<file path="src/rtl/button_conditioner.sv">
// Push-button conditioner: two-flop synchroniser, debounce FSM, and
// single-cycle press/release/long-press/auto-repeat event pulses.
module button_conditioner #(
    parameter int DEBOUNCE_CYCLES   = 1_000_000,
    parameter int LONG_PRESS_CYCLES = 100_000_000,
    parameter int REPEAT_CYCLES     = 25_000_000
) (
    input  logic i_clk,
    input  logic i_reset,
    input  logic i_btn_raw,
    output logic o_btn_level,
    output logic o_press_pulse,
    output logic o_release_pulse,
    output logic o_long_pulse,
    output logic o_repeat_pulse
);

    // state       | meaning
    // IDLE        | released and stable
    // PRESS_CHK   | btn_s high, counting stable cycles before accepting a press
    // PRESSED     | accepted press; hold counter running
    // RELEASE_CHK | btn_s low, counting stable cycles; hold counter frozen
    typedef enum logic [1:0] {
        IDLE        = 2'd0,
        PRESS_CHK   = 2'd1,
        PRESSED     = 2'd2,
        RELEASE_CHK = 2'd3
    } state_t;

    localparam int DW      = $clog2(DEBOUNCE_CYCLES + 1);
    localparam int HW      = $clog2(LONG_PRESS_CYCLES + 1);
    localparam int REP_MAX = (REPEAT_CYCLES > 0) ? REPEAT_CYCLES : 1;
    localparam int RW      = $clog2(REP_MAX + 1);

    localparam logic [DW-1:0] DB_ONE   = DW'(1);
    localparam logic [DW-1:0] DB_LAST  = DW'(DEBOUNCE_CYCLES - 1);
    localparam logic [HW-1:0] HOLD_MAX = HW'(LONG_PRESS_CYCLES);
    localparam logic [HW-1:0] HOLD_PRE = HW'(LONG_PRESS_CYCLES - 1);
    localparam logic [RW-1:0] REP_LOAD = RW'(REPEAT_CYCLES);
    localparam logic [RW-1:0] REP_ONE  = RW'(1);

    logic          r_sync1, r_sync2;
    state_t        r_state, w_state_nxt;
    logic [DW-1:0] r_db_cnt, w_db_cnt_nxt;
    logic [HW-1:0] r_hold_cnt, w_hold_cnt_nxt;
    logic [RW-1:0] r_rep_cnt, w_rep_cnt_nxt;
    logic          w_level_nxt, w_press_nxt, w_release_nxt, w_long_nxt, w_repeat_nxt;
    logic          w_btn_s;

    assign w_btn_s = r_sync2;

    always_ff @(posedge i_clk) begin
        if (i_reset) begin
            r_sync1         <= 1'b0;
            r_sync2         <= 1'b0;
            r_state         <= IDLE;
            r_db_cnt        <= '0;
            r_hold_cnt      <= '0;
            r_rep_cnt       <= '0;
            o_btn_level     <= 1'b0;
            o_press_pulse   <= 1'b0;
            o_release_pulse <= 1'b0;
            o_long_pulse    <= 1'b0;
            o_repeat_pulse  <= 1'b0;
        end else begin
            r_sync1         <= i_btn_raw;
            r_sync2         <= r_sync1;
            r_state         <= w_state_nxt;
            r_db_cnt        <= w_db_cnt_nxt;
            r_hold_cnt      <= w_hold_cnt_nxt;
            r_rep_cnt       <= w_rep_cnt_nxt;
            o_btn_level     <= w_level_nxt;
            o_press_pulse   <= w_press_nxt;
            o_release_pulse <= w_release_nxt;
            o_long_pulse    <= w_long_nxt;
            o_repeat_pulse  <= w_repeat_nxt;
        end
    end

    always_comb begin
        w_state_nxt    = r_state;
        w_db_cnt_nxt   = r_db_cnt;
        w_hold_cnt_nxt = r_hold_cnt;
        w_rep_cnt_nxt  = r_rep_cnt;
        w_level_nxt    = o_btn_level;
        w_press_nxt    = 1'b0;
        w_release_nxt  = 1'b0;
        w_long_nxt     = 1'b0;
        w_repeat_nxt   = 1'b0;

        case (r_state)
            IDLE: begin
                w_level_nxt  = 1'b0;
                w_db_cnt_nxt = '0;
                if (w_btn_s) begin
                    if (DEBOUNCE_CYCLES <= 1) begin
                        w_state_nxt    = PRESSED;
                        w_press_nxt    = 1'b1;
                        w_level_nxt    = 1'b1;
                        w_hold_cnt_nxt = '0;
                    end else begin
                        w_state_nxt  = PRESS_CHK;
                        w_db_cnt_nxt = DB_ONE;
                    end
                end
            end

            PRESS_CHK: begin
                if (!w_btn_s) begin
                    w_state_nxt  = IDLE;
                    w_db_cnt_nxt = '0;
                end else if (r_db_cnt == DB_LAST) begin
                    w_state_nxt    = PRESSED;
                    w_press_nxt    = 1'b1;
                    w_level_nxt    = 1'b1;
                    w_hold_cnt_nxt = '0;
                    w_db_cnt_nxt   = '0;
                end else begin
                    w_db_cnt_nxt = r_db_cnt + DB_ONE;
                end
            end

            PRESSED: begin
                // Hold counter saturates at the long-press point; repeat timing
                // then runs on its own down-counter.
                if (r_hold_cnt != HOLD_MAX) begin
                    w_hold_cnt_nxt = r_hold_cnt + HW'(1);
                    if (r_hold_cnt == HOLD_PRE) begin
                        w_long_nxt    = 1'b1;
                        w_rep_cnt_nxt = REP_LOAD;
                    end
                end else if (REPEAT_CYCLES > 0) begin
                    if (r_rep_cnt == REP_ONE) begin
                        w_repeat_nxt  = 1'b1;
                        w_rep_cnt_nxt = REP_LOAD;
                    end else begin
                        w_rep_cnt_nxt = r_rep_cnt - REP_ONE;
                    end
                end
                if (!w_btn_s) begin
                    if (DEBOUNCE_CYCLES <= 1) begin
                        w_state_nxt   = IDLE;
                        w_release_nxt = 1'b1;
                        w_level_nxt   = 1'b0;
                        w_long_nxt    = 1'b0;
                        w_repeat_nxt  = 1'b0;
                    end else begin
                        w_state_nxt  = RELEASE_CHK;
                        w_db_cnt_nxt = DB_ONE;
                    end
                end
            end

            RELEASE_CHK: begin
                if (w_btn_s) begin
                    w_state_nxt  = PRESSED;
                    w_db_cnt_nxt = '0;
                end else if (r_db_cnt == DB_LAST) begin
                    w_state_nxt   = IDLE;
                    w_release_nxt = 1'b1;
                    w_level_nxt   = 1'b0;
                    w_db_cnt_nxt  = '0;
                end else begin
                    w_db_cnt_nxt = r_db_cnt + DB_ONE;
                end
            end

            default: begin
                w_state_nxt = IDLE;
            end
        endcase
    end

endmodule
</file>
<file path="config.mk">
export PLATFORM = sky130hd
export DESIGN_NAME = button_conditioner
export DESIGN_NICKNAME = d
export VERILOG_FILES = /design/src/rtl/button_conditioner.sv
export SDC_FILE = /design/constraint.sdc
export NUM_CORES = 1
export LEC_CHECK = 0
export ABC_AREA = 1
export BUFFER_PORTS_ARGS = -buffer_cell sky130_fd_sc_hd__buf_2
export CORE_MARGIN = 10
export CORE_UTILIZATION = 60
export CTS_BUF_LIST = sky130_fd_sc_hd__clkbuf_8
export DETAILED_ROUTE_END_ITERATION = 10
export PLACE_DENSITY = 0.77
export SETUP_SLACK_MARGIN = 0.02
export SYNTH_ARGS = -nofsm -noshare
export SYNTH_HDL_FRONTEND = slang
export SYNTH_SLANG_ARGS = --single-unit
</file>
<file path="constraint.sdc">
create_clock -name i_clk -period 2.3 [get_ports i_clk]
set_input_delay 0.23 -clock i_clk [delete_from_list [all_inputs] [get_ports i_clk]]
set_output_delay 0.23 -clock i_clk [all_outputs]
set_load 0.005 [all_outputs]
</file>
# After elaboration in Yosys (flattened, before gate mapping)
# Index checks and enable logic that the tools add are counted.
# word_totals
reg_bits	81
in_bits	3
out_inout_bits	5
wordCells	75
# classes
add_sub_neg	3
eq_ne	17
n_mux	28
bitwise	5
n_reduce_logical	11
# op_table
op	count
$mux W27	3
$mux W20	4
$pmux W20 S4	1
$mux W25	3
$pmux W27 S2	1
$add A27 B1 Y27 const B	1
$eq A27 B27 Y1 const B	1
$ne A27 B27 Y1 const B	1
$eq A25 B1 Y1 const B	1
$sub A25 B1 Y25 const B	1
$add A20 B1 Y20 const B	1
$eq A20 B20 Y1 const B	1
$ne A2 B2 Y1 const B	7
$mux W2	6
$reduce_or A3 Y1	4
$mux W1	8
$pmux W2 S4	1
$reduce_and A4 Y1	2
$ne A3 B3 Y1 const B	2
$not A1 Y1	5
$reduce_and A5 Y1	1
$eq A2 B2 Y1 const B	2
$pmux W1 S3	1
$reduce_bool A3 Y1	1
other kinds (5)	5

# Depth between registers and ports, before layout
# Gate-level depths: netlist (run 1).
# logic_depth
depth_word	4
depth_mapped	13
ltp_nobuf	12

# Worst setup path before layout (run 1)
# OpenSTA, ideal clock, no wires.
# synth_path
path_type	register -> register
start	reg r_hold_cnt[0]
end	reg r_rep_cnt[20]
setup_ns	0.136
arrival_time_ns	1.532
t_required_ns	2.164
setup_slack_ns	0.631
path_stages_with_launch	12
path_buffers	1
period_less_slack_ns	1.669
path_cell_list	dfxtp_1 ha_1 nand2_1 nor2_2 nand2_2 nor2_4 nand2_1 nand2_2 nand2_4 buf_2 nand2_1 a21oi_2
# synth_between
elab_chain_cells	3
elab_cells_between_ends	5
classes_between	eq/ne: 3; mux: 1; reduce/logical: 1
# synth_rtl
element	line	source
from (decl)	45	logic [HW-1:0] r_hold_cnt, w_hold_cnt_nxt;
from (signal assigned)	70	r_hold_cnt <= w_hold_cnt_nxt;
$ne A27 B27 Y1 or $eq A27 B27 Y1 (tied branches)	126, 128	
$ne A2 B1 Y1 (no source line)	--	
$reduce_and A2 Y1 (no source line)	--	
to (signal assigned)	71	r_rep_cnt <= w_rep_cnt_nxt;
to (decl)	46	logic [RW-1:0] r_rep_cnt, w_rep_cnt_nxt;
# Several ways; a longest one is shown, not always the timed one.
# A chain may end at the register's enable or synchronous reset.

# Worst setup path after layout (run 1)
# layout_path
start	reg r_hold_cnt[0]
end	reg r_hold_cnt[16]
# layout_between
elab_chain_cells	3
elab_cells_between_ends	6
classes_between	add/sub: 1; eq/ne: 2; mux: 2; reduce/logical: 1
# layout_rtl
element	line
$add A27 B1 Y27 or $ne A27 B27 Y1 (tied branches)	127, 126
$mux W27 or $ne A2 B2 Y1 (tied branches)	--
$pmux W27 S2 or $reduce_and A4 Y1 (tied branches)	--
# Several ways; a longest one is shown, not always the timed one. The select of a mux whose other input is x is not followed.

==> impl_metrics.json, run 1 <==
{
  "clock_latency_ps": 370,
  "cellLeakagePower_nw": 2.27,
  "grt_pass1_wl_mm": 21.1,
  "synthCells": 817,
  "rsz0062_at_grt": "false",
  "netlist.area_leader.share_pct": 31.7,
  "path_max_fanout": 14,
  "crit_path_max_incr_delay_ps": 390,
  "num_antenna_cells": 0,
  "die_area_um2": 12600,
  "reg2reg_slack_ps": 280,
  "io_buffer_count": 7,
  "setup_viol": 0,
  "slew_headroom_pct": 57.6,
  "timing.rr.start": "r_hold_cnt[0]$_SDFFE_PP0P_",
  "r2r_cells": 10,
  "fp.dieH_um": 112,
  "hold_viol": 0,
  "path_clk_slew_ps": 90,
  "fin_nets": 829,
  "cts_tree": "done",
  "drive_above_1_share_pct": 10.7,
  "fmax_ghz": 0.495,
  "path_buf_inv": 1,
  "startpoint_type": "register",
  "cp.arrival_ps": 2310,
  "drt_first_pass_iters": 5,
  "syn_area_per_cell_um2": 6.26,
  "hold-worst-slack_ps": 64.6,
  "fin_skew_ps": 15.5,
  "clkSinkCount": 81,
  "pre_cts_ws_ps": 124,
  "viasPerCell": 5.64,
  "whs_endpoint": "r_sync1$_SDFF_PP0_",
  "gp_congestion": 0.927,
  "post-place-cells": 915,
  "dieWidth_um": 112,
  "critical_path.top_delay_family": "simple AND/OR/NAND/NOR gates",
  "fp-row-count": 33,
  "whs_path_depth": 3,
  "drc": 0,
  "synthesis.area_um2": 5120,
  "numCtsBuffers": 9,
  "h-tree-depth": 3,
  "crit_required_ps": 2590,
  "cts_buffer_depth": 2,
  "final-instance-count-excl-fill": 931,
  "final.setup.tns_ps": 0,
  "outcome": "finished clean",
  "r2r_end": "r_hold_cnt[16]$_SDFFE_PP0P_",
  "drv_slew": 0,
  "synth_area_leader_cell": "dfxtp_1",
  "worstPathCellList": "inv_1 > ha_1 > nand2_1 > nor2_4 > nand2_4 > nor2_8 > nor2_2 > nor2_4 > nand2_1 > a21oi_1",
  "vias": 5250,
  "crit_type": "reg -> reg",
  "finalCritPeriodShare_pct": 87.8,
  "synth_ff_type": "dfxtp_1",
  "syn-num-nets": 825,
  "critPathCaptureType": "register",
  "core-area_um2": 8260,
  "async_flop_share_pct": 0,
  "dpl.hpwl_mm": 9.12,
  "first_iter_violations": 399,
  "drt-total-wl_mm": 12.4,
  "p_per_area_nw_per_um2": 479,
  "grt_max_degree": 31,
  "ys_warn_count": 0,
  "grt_pass1_vias": 4706,
  "synth_edf_count": 0,
  "final.setup.worst_slack_ps": 281,
  "worstMarginPinSlew_ps": 635,
  "initial_core_util_pct": 62.0,
  "area_growth_pct": 6.11,
  "cap_violations": 0,
  "ys_types": 39,
  "synthTopCellsByArea": "dfxtp_1 (32%), nand2_1 (17%), nor2_1 (9.7%)",
  "ant_nets": 0,
  "antenna_found_initial": 0,
  "grt_usage_pct": 19.3,
  "hold_start": "i_btn_raw",
  "slowest_stage": "nor2_4",
  "finish.utilization_pct": 65.8,
  "seq_area_frac_synth_pct": 31.7,
  "root_buffer": "clkbuf_8",
  "worstHoldPathType": "in -> reg",
  "routedWlPerCell_um": 13.3,
  "grt_overflow_total": 0,
  "ir_drop_v": 0.000300,
  "pin_count": 8,
  "period_needed_ps": 2020,
  "ys_ff_latch": 81
}
==> layer usage <==
metal / vias up / wire, µm / global-route usage (%)
met5: - / 0 / 0
met1: 2400 / 5600 / 24.8
met4: 0 / 247 / 6.77
met3: 23 / 796 / 3.09
met2: 171 / 5740 / 32.0
li1: 2656 / - / -
==> Yosys cell counts, types with 3 or more instances <==
cell type  number
nand4_1        42
buf_6           3
ha_1            5
clkbuf_1        6
nand2_1       228
nand2_2        10
inv_2           8
o21ai_0        11
a21oi_1        36
dfxtp_1        81
nor2_1        132
xor2_1          5
nor3_1         27
nor2_2          8
nor2_4          7
o21bai_1        5
nand3_1        67
nand3b_1        7
inv_1          79
a21oi_2        12
buf_2          10
nand2_4         4
==> metrics by stage <==
| stage | instance area, µm² | total power, W |
|---|---|---|
| finish | 5430 | 0.00260 |
| global route | 5430 | 0.00268 |
| CTS | 5430 | 0.00262 |
| detailed placement | 5220 | 0.00153 |
| global placement | 5220 | 0.00153 |
| floorplan | 5120 | 0.00151 |
==> kinds of logic after synthesis <==
family / synth area share [%]
adders and majority gates: 1.22
and+or+nand+nor: 48.8
AOI/OAI and AO/OA: 8.00
xor gates and xnor gates: 1.20
buffers and inverters: 9.10
DFF: 31.7
==> tightest hold or removal path, stage by stage <==
cell	delay, ps
buf_2	100
inv_1	40
nor2_1	30
==> sequential cells by signal (all words and copies together) (netlist names), named ones only <==
name	cells
r_sync1	1
o_release_pulse	1
o_press_pulse	1
r_sync2	1
o_long_pulse	1
o_repeat_pulse	1
o_btn_level	1
r_db_cnt	20
r_rep_cnt	25
r_state	1
r_hold_cnt	27
==> report_power, final <==
group / leakage, nW / total [W] / switching, W / internal [W]
sequential: 0.653 / 0.00142 / 0.00000817 / 0.00141
clock: 0.106 / 0.00110 / 0.000582 / 0.000522
combinational: 1.51 / 0.0000801 / 0.0000588 / 0.0000213
==> cells in the final DEF (no fill, tap or decap), drive strengths merged, types with 5 or more instances in the layout <==
master	count
nand4	42
inv	90
clkbuf	9
clkinv	7
nor3	28
xor2	5
o21bai	5
o21ai	13
nor2	149
a21oi	48
ha	5
buf	14
dfxtp	81
nand3	69
nand3b	8
nand2	242
==> how the worst max path moves through the flow <==
stage | cells after the start | from | end
after floorplan | 11 | r_hold_cnt[0]$_SDFFE_PP0P_ | r_rep_cnt[20]$_SDFFE_PP0P_
after global placement | 8 | r_db_cnt[0]$_SDFFE_PP0P_ | r_hold_cnt[2]$_SDFFE_PP0P_
after detailed placement | 8 | r_db_cnt[0]$_SDFFE_PP0P_ | r_hold_cnt[2]$_SDFFE_PP0P_
after CTS | 8 | r_db_cnt[0]$_SDFFE_PP0P_ | r_hold_cnt[2]$_SDFFE_PP0P_
after global routing | 11 | r_hold_cnt[0]$_SDFFE_PP0P_ | r_rep_cnt[10]$_SDFFE_PP0P_
final | 10 | r_hold_cnt[0]$_SDFFE_PP0P_ | r_hold_cnt[16]$_SDFFE_PP0P_
==> final cells by class <==
class                   instances  area (µm²)
multi-input cells             624        3030
fillers                       791        2830
flip-flops and latches         81        1620
inverters                      91         348
well taps                     105         131
clock buffers                   9         124
repair buffers                 14        87.6
clock inverters                 7        85.1
==> what timing repair did <==
| action | 4_1_cts | 5_1_grt |
|---|---|---|
| hold buffers | 0 | 0 |
| setup endpoints to repair | 0 | 9 |
| buffers inserted | 0 | 0 |
| resized for setup | 0 | 1 |
Note: power is estimated with default switching activity, not from simulation.
==> run 2: changes to the inputs <==
--- a/config.mk
+++ b/config.mk
@@ -6,12 +6,12 @@
 export NUM_CORES = 1
 export LEC_CHECK = 0
 export ABC_AREA = 1
-export BUFFER_PORTS_ARGS = -buffer_cell sky130_fd_sc_hd__buf_2
 export CORE_MARGIN = 10
 export CORE_UTILIZATION = 60
 export CTS_BUF_LIST = sky130_fd_sc_hd__clkbuf_8
 export DETAILED_ROUTE_END_ITERATION = 10
-export PLACE_DENSITY = 0.77
+export DONT_BUFFER_PORTS = 1
+export PLACE_DENSITY = 0.76
 export SETUP_SLACK_MARGIN = 0.02
 export SYNTH_ARGS = -nofsm -noshare
 export SYNTH_HDL_FRONTEND = slang
==> run 2 against run 1 <==
Fmax fell by 1.6%. Largest power group unchanged. Critical path type unchanged. Register-to-register slack got worse by 30 ps. Sequential power barely moved. Sequential share of layout area rose by 0.23 points. Global-route usage rose by 0.46 points. Die area did not move. Worst hold slack improved by 14 ps. Critical path depth did not move. Highest routed layer unchanged. First-iteration DRC count fell by 18%.
==> impl_metrics.json, run 2 (synthesis results as in run 1) <==
{
  "period_needed_ps": 2050,
  "final.setup.tns_ps": 0,
  "fmax_ghz": 0.487,
  "initial_core_util_pct": 62.0,
  "ir_drop_v": 0.000287,
  "grt_use_met3_pct": 3.30,
  "drt_first_pass_iters": 5,
  "vias": 5140,
  "drt-total-wl_mm": 12.7,
  "path_buf_inv": 0,
  "path_max_fanout": 12,
  "numCtsBuffers": 9,
  "fin_nets": 822,
  "root_buffer": "clkbuf_8",
  "crit_required_ps": 2550,
  "path_clk_slew_ps": 90,
  "core-area_um2": 8260,
  "grt_usage_pct": 19.8,
  "final_common_cell": "nand2_1",
  "setup_viol": 0,
  "antenna_found_initial": 0,
  "r2r_cells": 10,
  "mostFrequentLayoutCells": "nand2_1 (227), nor2_1 (131), dfxtp_1 (81)",
  "p_sw_w": 0.000596,
  "startpoint_type": "register",
  "cp.arrival_ps": 2300,
  "fp.dieH_um": 112,
  "reg2reg_slack_ps": 250,
  "cts_tree": "done",
  "grt_overflow_total": 0,
  "p_int_w": 0.00192,
  "num_antenna_cells": 0,
  "grt_use_met1_pct": 23.9,
  "grt_max_degree": 36,
  "h-tree-depth": 3,
  "drc": 0,
  "pwr-share-comb_pct": 3.2,
  "ant_nets": 0,
  "timing.rr.start": "r_hold_cnt[0]$_SDFFE_PP0P_",
  "rsz0062_at_grt": "false",
  "drv_slew": 0,
  "crit_type": "reg -> reg",
  "slew_headroom_pct": 61.2,
  "seq_area_um2": 1620,
  "gp_congestion": 0.926,
  "crit_path_max_incr_delay_ps": 440,
  "drive_above_1_share_pct": 9.66,
  "outcome": "finished clean",
  "hold_start": "i_reset",
  "cellLeakagePower_nw": 2.22,
  "worstHoldPathType": "in -> reg",
  "pin_count": 8,
  "multi_input_area_um2": 3040,
  "grt-busiest-layer": "met2",
  "dpl.hpwl_mm": 9.30,
  "fillCellCount": 771,
  "swShare_pct": 23.7,
  "hold-worst-slack_ps": 78.9,
  "clkPwrFrac_pct": 40.5,
  "critical_path.top_delay_family": "simple AND/OR/NAND/NOR gates",
  "area_growth_pct": 5.31,
  "io_buffer_count": 0,
  "worstPathCellList": "ha_1 > nand2_1 > nor2_2 > nand2_2 > nor2_4 > nand2_1 > nand2_1 > nand4_1 > nand2_1 > nor2_1",
  "whs_path_depth": 3,
  "viasPerCell": 5.57,
  "finalCritPeriodShare_pct": 89.2,
  "die_area_um2": 12600,
  "routedWlPerCell_um": 13.8,
  "top_register": "r_hold_cnt",
  "grt_pass1_vias": 4747,
  "cts_buffer_depth": 2,
  "clock_latency_ps": 360,
  "hold_viol": 0,
  "slowest_stage": "dfxtp_1",
  "fin_skew_ps": 11.2,
  "use_met2_pct": 33.6,
  "grt_pass1_wl_mm": 21.4,
  "cap_violations": 0,
  "r2r_end": "r_rep_cnt[15]$_SDFFE_PP0P_",
  "reg_top3": "r_hold_cnt (27), r_rep_cnt (25), r_db_cnt (20)",
  "clkSinkCount": 81,
  "crit_top_cell": "nand2_1",
  "pwr-share-seq_pct": 56.3,
  "worstMarginPinSlew_ps": 581,
  "whs_endpoint": "r_db_cnt[8]$_SDFFE_PP0P_",
  "dieWidth_um": 112,
  "fp-row-count": 33,
  "critPathCaptureType": "register",
  "p_per_area_nw_per_um2": 467,
  "first_iter_violations": 329,
  "largest_reg_flops": 27
}
[run 2: cell count changes in the layout (fill, tap and decap cells not counted), moves of 2 or more]
cell / before / now
buf_2: 7 / 0
clkinvlp_4: 0 / 3
buf_4: 7 / 5
clkinv_4: 4 / 1
inv_6: 2 / 0
[run 2: how the worst max path moves through the flow]
| stage | startpoint | end | slack (ps) | cells past startpoint |
|---|---|---|---|---|
| after floorplan | r_hold_cnt[0]$_SDFFE_PP0P_ | r_rep_cnt[20]$_SDFFE_PP0P_ | 630 | 11 |
| after global placement | r_db_cnt[0]$_SDFFE_PP0P_ | r_hold_cnt[2]$_SDFFE_PP0P_ | 160 | 8 |
| after detailed placement | r_db_cnt[0]$_SDFFE_PP0P_ | r_hold_cnt[2]$_SDFFE_PP0P_ | 140 | 8 |
| after CTS | r_db_cnt[0]$_SDFFE_PP0P_ | r_hold_cnt[2]$_SDFFE_PP0P_ | 120 | 8 |
| after global routing | r_hold_cnt[0]$_SDFFE_PP0P_ | r_rep_cnt[15]$_SDFFE_PP0P_ | 60 | 11 |
| final | r_hold_cnt[0]$_SDFFE_PP0P_ | r_rep_cnt[15]$_SDFFE_PP0P_ | 250 | 10 |
[run 2: stage by stage]
step	util [%]	total power, W	instance area [µm²]	cells	setup WS (ps)
2_1_floorplan	-	0.00151	5120	817	631
3_3_place_gp	62.6	0.00151	5170	906	156
3_5_place_dp	62.6	0.00151	5170	906	140
4_1_cts	65.2	0.00253	5380	923	124
5_1_grt	65.3	0.00260	5390	923	56.4
6_report	65.3	0.00252	5390	923	249
[run 2: tightest hold or removal path, stage by stage]
cell      delay [ps]
nor2_1            30
o211ai_1          90
a21oi_1           50
[run 2: layout make-up]
| type | instances | share of cell area (%) |
|---|---|---|
| clock buffers | 9 | 2.30 |
| inverters | 91 | 6.45 |
| repair buffers | 7 | 1.25 |
| clock inverters | 6 | 1.14 |
| multi-input cells | 624 | 56.3 |
| flip-flops and latches | 81 | 30.1 |
| well taps | 105 | 2.44 |
[run 2: metal layers]
| metal | wire (µm) | part of all wire [%] |
|---|---|---|
| met4 | 335 | 2.6 |
| met5 | 0 | 0 |
| met2 | 6090 | 48 |
| met1 | 5670 | 45 |
| met3 | 631 | 5.0 |
[run 2: repair_timing]
action / CTS / global route
gates resized for setup: 0 / 2
hold endpoints to repair: 35 / 0
hold buffers: 2 / 0
setup endpoints to repair: 0 / 6
buffers inserted: 0 / 0
[run 2: power by group through the flow]
| stage | Combinational, W | Clock, W | Sequential (W) |
|---|---|---|---|
| 2_1_floorplan | 0.0000628 | 0 | 0.00144 |
| 6_report | 0.0000803 | 0.00102 | 0.00142 |
| 3_5_place_dp | 0.0000613 | 0 | 0.00145 |
| 5_1_grt | 0.0000881 | 0.00110 | 0.00142 |
| 4_1_cts | 0.0000789 | 0.00103 | 0.00142 |
| 3_3_place_gp | 0.0000600 | 0 | 0.00145 |
